===== config.mk =====
export PLATFORM = sky130hd
export DESIGN_NAME = hazard_scoreboard
export DESIGN_NICKNAME = d
export VERILOG_FILES = /design/src/rtl/hazard_scoreboard.sv
export SDC_FILE = /design/constraint.sdc
export NUM_CORES = 1
export LEC_CHECK = 0
export ABC_CLOCK_PERIOD_IN_PS = 7140
export BUFFER_PORTS_ARGS = -buffer_cell sky130_fd_sc_hd__buf_2
export CAP_MARGIN = 5
export CORE_UTILIZATION = 60
export CTS_CLUSTER_DIAMETER = 60
export DETAILED_ROUTE_END_ITERATION = 8
export PLACE_DENSITY = 0.84
export SLEW_MARGIN = 25
export SYNTH_ARGS = -nofsm -noshare
export SYNTH_HDL_FRONTEND = slang
export SYNTH_SLANG_ARGS = --single-unit

===== constraint.sdc =====
create_clock -name clk_i -period 7.14 [get_ports clk_i]
set_input_delay 0.714 -clock clk_i [delete_from_list [all_inputs] [get_ports clk_i]]
set_output_delay 0.714 -clock clk_i [all_outputs]
set_load 0.02 [all_outputs]

===== src/rtl/hazard_scoreboard.sv =====
// ID-stage scoreboard for long-latency results: tracks pending destination registers,
// stalls decode on RAW/WAW hazards against them, and flags writebacks with no pending owner.
module hazard_scoreboard #(
   parameter int unsigned MAX_OUTSTANDING = 4,
   parameter bit          WB_BYPASS       = 1'b1
) (
   input  logic        clk_i,
   input  logic        rst_ni,
   input  logic        id_valid_i,
   input  logic [4:0]  id_rs1_addr_i,
   input  logic        id_rs1_used_i,
   input  logic [4:0]  id_rs2_addr_i,
   input  logic        id_rs2_used_i,
   input  logic [4:0]  id_rd_addr_i,
   input  logic        id_reg_write_i,
   input  logic        id_long_lat_i,
   input  logic        issue_i,
   input  logic        flush_i,
   input  logic        wb_valid_i,
   input  logic [4:0]  wb_rd_i,
   output logic        stall_o,
   output logic [31:0] pending_o,
   output logic [4:0]  outstanding_o,
   output logic        wb_err_o,
   output logic [31:0] stall_cycles_o
);

   localparam logic [4:0] MAX_CNT = 5'(MAX_OUTSTANDING);

   logic [31:0] pending_q, pending_d;
   logic [4:0]  outstanding_q, outstanding_d;
   logic        wb_err_q, wb_err_d;
   logic [31:0] stall_cycles_q, stall_cycles_d;

   logic clear, set;
   logic byp_rs1, byp_rs2, byp_rd;
   logic raw1, raw2, waw, full, stall;

   // Hazard detection; a writeback landing this cycle can unblock its register
   // because the register file is write-first.
   always_comb begin
      clear   = wb_valid_i && (wb_rd_i != 5'd0) && pending_q[wb_rd_i];
      byp_rs1 = WB_BYPASS && wb_valid_i && (wb_rd_i == id_rs1_addr_i);
      byp_rs2 = WB_BYPASS && wb_valid_i && (wb_rd_i == id_rs2_addr_i);
      byp_rd  = WB_BYPASS && wb_valid_i && (wb_rd_i == id_rd_addr_i);
      raw1    = id_valid_i && id_rs1_used_i && (id_rs1_addr_i != 5'd0)
                && pending_q[id_rs1_addr_i] && !byp_rs1;
      raw2    = id_valid_i && id_rs2_used_i && (id_rs2_addr_i != 5'd0)
                && pending_q[id_rs2_addr_i] && !byp_rs2;
      waw     = id_valid_i && id_reg_write_i && (id_rd_addr_i != 5'd0)
                && pending_q[id_rd_addr_i] && !byp_rd;
      full    = id_valid_i && id_long_lat_i && id_reg_write_i && (id_rd_addr_i != 5'd0)
                && (outstanding_q == MAX_CNT) && !clear;
      stall   = raw1 || raw2 || waw || full;
      set     = issue_i && id_valid_i && !flush_i && id_reg_write_i && id_long_lat_i
                && (id_rd_addr_i != 5'd0) && !stall;
   end

   // Next state: set is applied after clear so a same-register set wins.
   always_comb begin
      pending_d = pending_q;
      if (clear) pending_d[wb_rd_i] = 1'b0;
      if (set)   pending_d[id_rd_addr_i] = 1'b1;
      pending_d[0] = 1'b0;

      outstanding_d = outstanding_q;
      if (set && !clear)      outstanding_d = outstanding_q + 5'd1;
      else if (clear && !set) outstanding_d = outstanding_q - 5'd1;

      wb_err_d = wb_valid_i && (wb_rd_i != 5'd0) && !pending_q[wb_rd_i];

      stall_cycles_d = stall_cycles_q;
      if (stall && (stall_cycles_q != 32'hFFFF_FFFF))
         stall_cycles_d = stall_cycles_q + 32'd1;
   end

   always_ff @(posedge clk_i or negedge rst_ni) begin
      if (!rst_ni) begin
         pending_q      <= '0;
         outstanding_q  <= '0;
         wb_err_q       <= 1'b0;
         stall_cycles_q <= '0;
      end else begin
         pending_q      <= pending_d;
         outstanding_q  <= outstanding_d;
         wb_err_q       <= wb_err_d;
         stall_cycles_q <= stall_cycles_d;
      end
   end

   assign stall_o        = stall;
   assign pending_o      = pending_q;
   assign outstanding_o  = outstanding_q;
   assign wb_err_o       = wb_err_q;
   assign stall_cycles_o = stall_cycles_q;

endmodule


==> summary by stage <==
Status
The run finished with clean final reports.

Setup path
The worst reg-to-reg setup slack is roughly 2.8 ns. The worst setup path is launched from an input pin. The peak fanout along the critical path is 32. The cell with the largest stage delay on the worst path is or4_1. Traced cell by cell, the critical path runs through buf_2, mux4_2, mux2i_1, nor2b_1, o311ai_1, o211ai_1, or4_1, buf_4, inv_1, ha_1, inv_1, ha_1, a21o_1, a21oi_1, xnor2_1, nor2_1, xor2_1.

The data arrival time of the critical path is around 4.7 ns. The worst setup path is of the input pin to flip-flop kind. The largest single stage delay on the critical path is 0.59 ns. The required time reported for the critical path endpoint is 7.37 ns. The worst register-to-register path begins at pending_o[10]$_DFF_PN0_.

STA classifies the critical path endpoint as a flip-flop. The cell count of the worst reg-to-reg path is 16. The capturing point of the worst reg2reg path is outstanding_o[4]$_DFFE_PN0P_.

Detailed routing
The routed design has approximately 13000 um of wire. After detailed routing, the number of remaining DRC violations is 0. Detailed routing inserted a total of between 4k and 5k vias. Dividing the detail-routed via count by the number of cells gives 6.59. The first TritonRoute pass finished after 6 iterations. The detailed router finished its first iteration with 495 violations.

After detailed routing, the average wire length per cell comes to 19.9 um. The count of nets left with antenna violations once routing finished came out at 0.

Finish
The non-filler instance count after layout is 646. The total number of nets in the final design is a little under 600. Of the cells placed in the final design, the portion with a size suffix greater than 1 is 29.4%. The number of inserted filler cells in the final layout is approximately 560. The area growth from synthesis to layout is 15.2%.

The repair_antennas step left the layout with diodes totalling 0.

CTS
The clock latency on the worst-skew pair is between 0.3 and 0.4 ns. The buffer type at the clock tree root is clkbuf_8. The sink count of the clock tree is 69. Buffers inserted to repair hold after CTS numbered 0. Post-CTS repair changed the size of 0 cells. The TritonCTS clock tree is done. The number of buffers added for setup after CTS is 0.

The deepest level of the CTS H-tree is 3. The clock-pin slew of the registers on the worst-case setup and hold paths is around 0.070 ns. The number of buffers between clock root and the deepest sink is 2. Counting the buffers created by CTS gives 9.

Global route
The maximum number of pins on one net before global-route repair is 70. The initial antenna violation count is 0. The via count of the first global-routing pass was 4298. For this run the aggregate overflow at the end of global routing stands at 0.

The global-route wire length before repair is 21400 um. For this run, the total global-route usage over all layers was measured as between 30 and 40%.

Synth
The commonest cells after synthesis are dfrtp_1, o21ai_0, xor2_1, nand2_1, o31ai_1. The commonest register cell after synthesis is dfrtp_1. The synthesized netlist contains 60 unique library cells. Of the synthesized area, sequential elements account for a little under two fifths.

The most frequent cell after synthesis is dfrtp_1. Dividing the synthesized area by the synthesized cell count gives between 10 and 15 um^2. The synthesized design spends more area on one cell type than any other, namely dfrtp_1. In this run, synthesis produced a sequential element count of roughly 70. The post-synthesis net count is 498.

Yosys mapped a number of flops with a built-in enable equal to 0. The share of flip-flops with an asynchronous set or reset after synthesis is 100%. Synthesis produced roughly 460 cells. The share of Yosys cell area claimed by the top area cell type is between 30% and 40%. By area the synthesized netlist is led by dfrtp_1, mux4_2, xor2_1.

The warning count from the yosys run is 0. In this run the cell area of the synthesized design comes to between 4000 and 5000 um^2.

Die
The placeable core area is about 7400 um^2. In this run the core area contains 31 standard-cell rows. The die is approximately 90 um wide. The chip height is around 90 um.

The total I/O pin count is between 100 and 150. The die covers slightly above 8000 um^2. The effective utilization at floorplan is a little under two thirds.

Pwr
In this run the static leakage power is roughly 2.5 nW. VDD sags by at most between 0.2 and 0.25 mV. Power spread over the standard cell area amounts to approximately 220 nW/um^2.

Placed design
At the placement stage, the worst setup path has a slack of 2.39 ns. Port buffering added about 100 buffers. Detailed placement finished with a half-perimeter wire length of between 9000 and 10000 um. After detailed placement, the design holds a cell count of 630. At the end of routability-driven placement, the weighted congestion stood at around 0.94.

Worst hold path
For hold timing, the worst endpoint is stall_cycles_o[18]$_DFFE_PN0P_. The worst min-delay path category is flip-flop to flip-flop. The hold-critical path depth is 1.

The worst hold path begins at stall_cycles_o[18]$_DFFE_PN0P_.

Timing
Setup violations remaining at the end of the flow were counted as 0. The final max-slew violation count is 0. Static timing analysis puts the maximum clock frequency at about 0.22 GHz. The hold violation count in the final report is 0. Setup repair after global routing left no endpoint under its margin. The relative slew slack is between 40% and 50%. The worst clock skew is 0.0114 ns.

In the finished design, the share of the clock period the worst path needs comes to 63.1%. The actual slew at the worst max-slew pin is ~0.85 ns. The smallest setup slack after layout is roughly 2.6 ns.

The routed design could run at a clock period as short as between 4 and 5 ns. The setup TNS is 0 ns.

Run
Across the run, the number of max-cap violations was 0.
==> area by class of cell <==
type                            instances  area [um^2]  share of cell area, %
Multi-Input combinational cell        340         2720                   50.5
Sequential cell                        69         1730                   32.1
Timing Repair Buffer                  101          510                   9.49
Clock buffer                           10          138                   2.56
Tap cell                               99          124                   2.30
Clock inverter                          6         86.3                   1.61
Inverter                               21         78.8                   1.47
==> registers in the layout, summed over array words and instances (netlist names) <==
signal / cells
stall_cycles_o: 32
pending_o: 31
wb_err_o: 1
outstanding_o: 5
==> worst max-delay path, delay by kind of cell <==
kind | cells | cell delay, ns
AOI/OAI and AO/OA | 4 | 0.97
buffers and inverters | 4 | 0.74
and+or+nand+nor | 3 | 0.73
muxes | 2 | 0.71
adders and majority gates | 2 | 0.57
xor gates and xnor gates | 2 | 0.29
==> routing by layer <==
| metal | vias to the layer above | part of all wire, % | track usage [%] |
|---|---|---|---|
| li1 | 1852 | - | - |
| met1 | 2023 | 38 | 42.7 |
| met2 | 328 | 47 | 51.6 |
| met3 | 57 | 12 | 8.38 |
| met4 | 0 | 3.7 | 17.1 |
| met5 | - | 0 | 0 |
==> logic make-up after synthesis <==
family,synth area share (%)
flip-flops,37.0
buffers and inverters,5.09
XOR/XNOR,9.57
multiplexers,15.3
AND/OR/NAND/NOR,16.2
AO/OA/AOI/OAI,15.0
other,0.0803
adder cells (fa/ha/maj),1.77
==> power breakdown <==
group          internal (mW)  switching (mW)  leakage, nW  total (mW)
Sequential             0.442          0.0670        0.897       0.509
Combinational          0.135           0.208         1.45       0.343
Clock                  0.205           0.149        0.112       0.354
Total                  0.782           0.424         2.45        1.21
==> through the flow <==
| stage | area, um^2 | hold slack [ns] | util [%] | total power [mW] |
|---|---|---|---|---|
| after global placement | 5150 | 0.468 | 69.8 | 0.837 |
| after global routing | 5380 | 0.504 | 73.0 | 1.26 |
| after floorplan | 4670 | 0.418 | - | 0.733 |
| final | 5380 | 0.490 | 73.0 | 1.21 |
| after CTS | 5380 | 0.492 | 73.0 | 1.21 |
| after detailed placement | 5150 | 0.480 | 69.9 | 0.854 |
==> how the worst max path moves through the flow <==
stage,from,end
after floorplan,id_rd_addr_i[1],outstanding_o[4]$_DFFE_PN0P_
after global placement,id_rd_addr_i[0],outstanding_o[4]$_DFFE_PN0P_
after detailed placement,id_rd_addr_i[0],outstanding_o[4]$_DFFE_PN0P_
after CTS,id_rd_addr_i[0],outstanding_o[4]$_DFFE_PN0P_
after global routing,id_rd_addr_i[0],outstanding_o[4]$_DFFE_PN0P_
final,id_rs1_addr_i[1],outstanding_o[4]$_DFFE_PN0P_
==> cells in the final DEF, fill, tap and decap left out, drive strengths merged, types with 9 or more instances in the layout <==
cell / count
buf: 101
clkbuf: 10
dfrtp: 69
inv: 20
mux2i: 13
mux4: 23
nand2: 30
nand3: 13
nor2: 22
nor2b: 9
nor3: 20
o21ai: 36
o31ai: 34
xnor2: 15
xor2: 36
(Power assumes the default switching activity.)
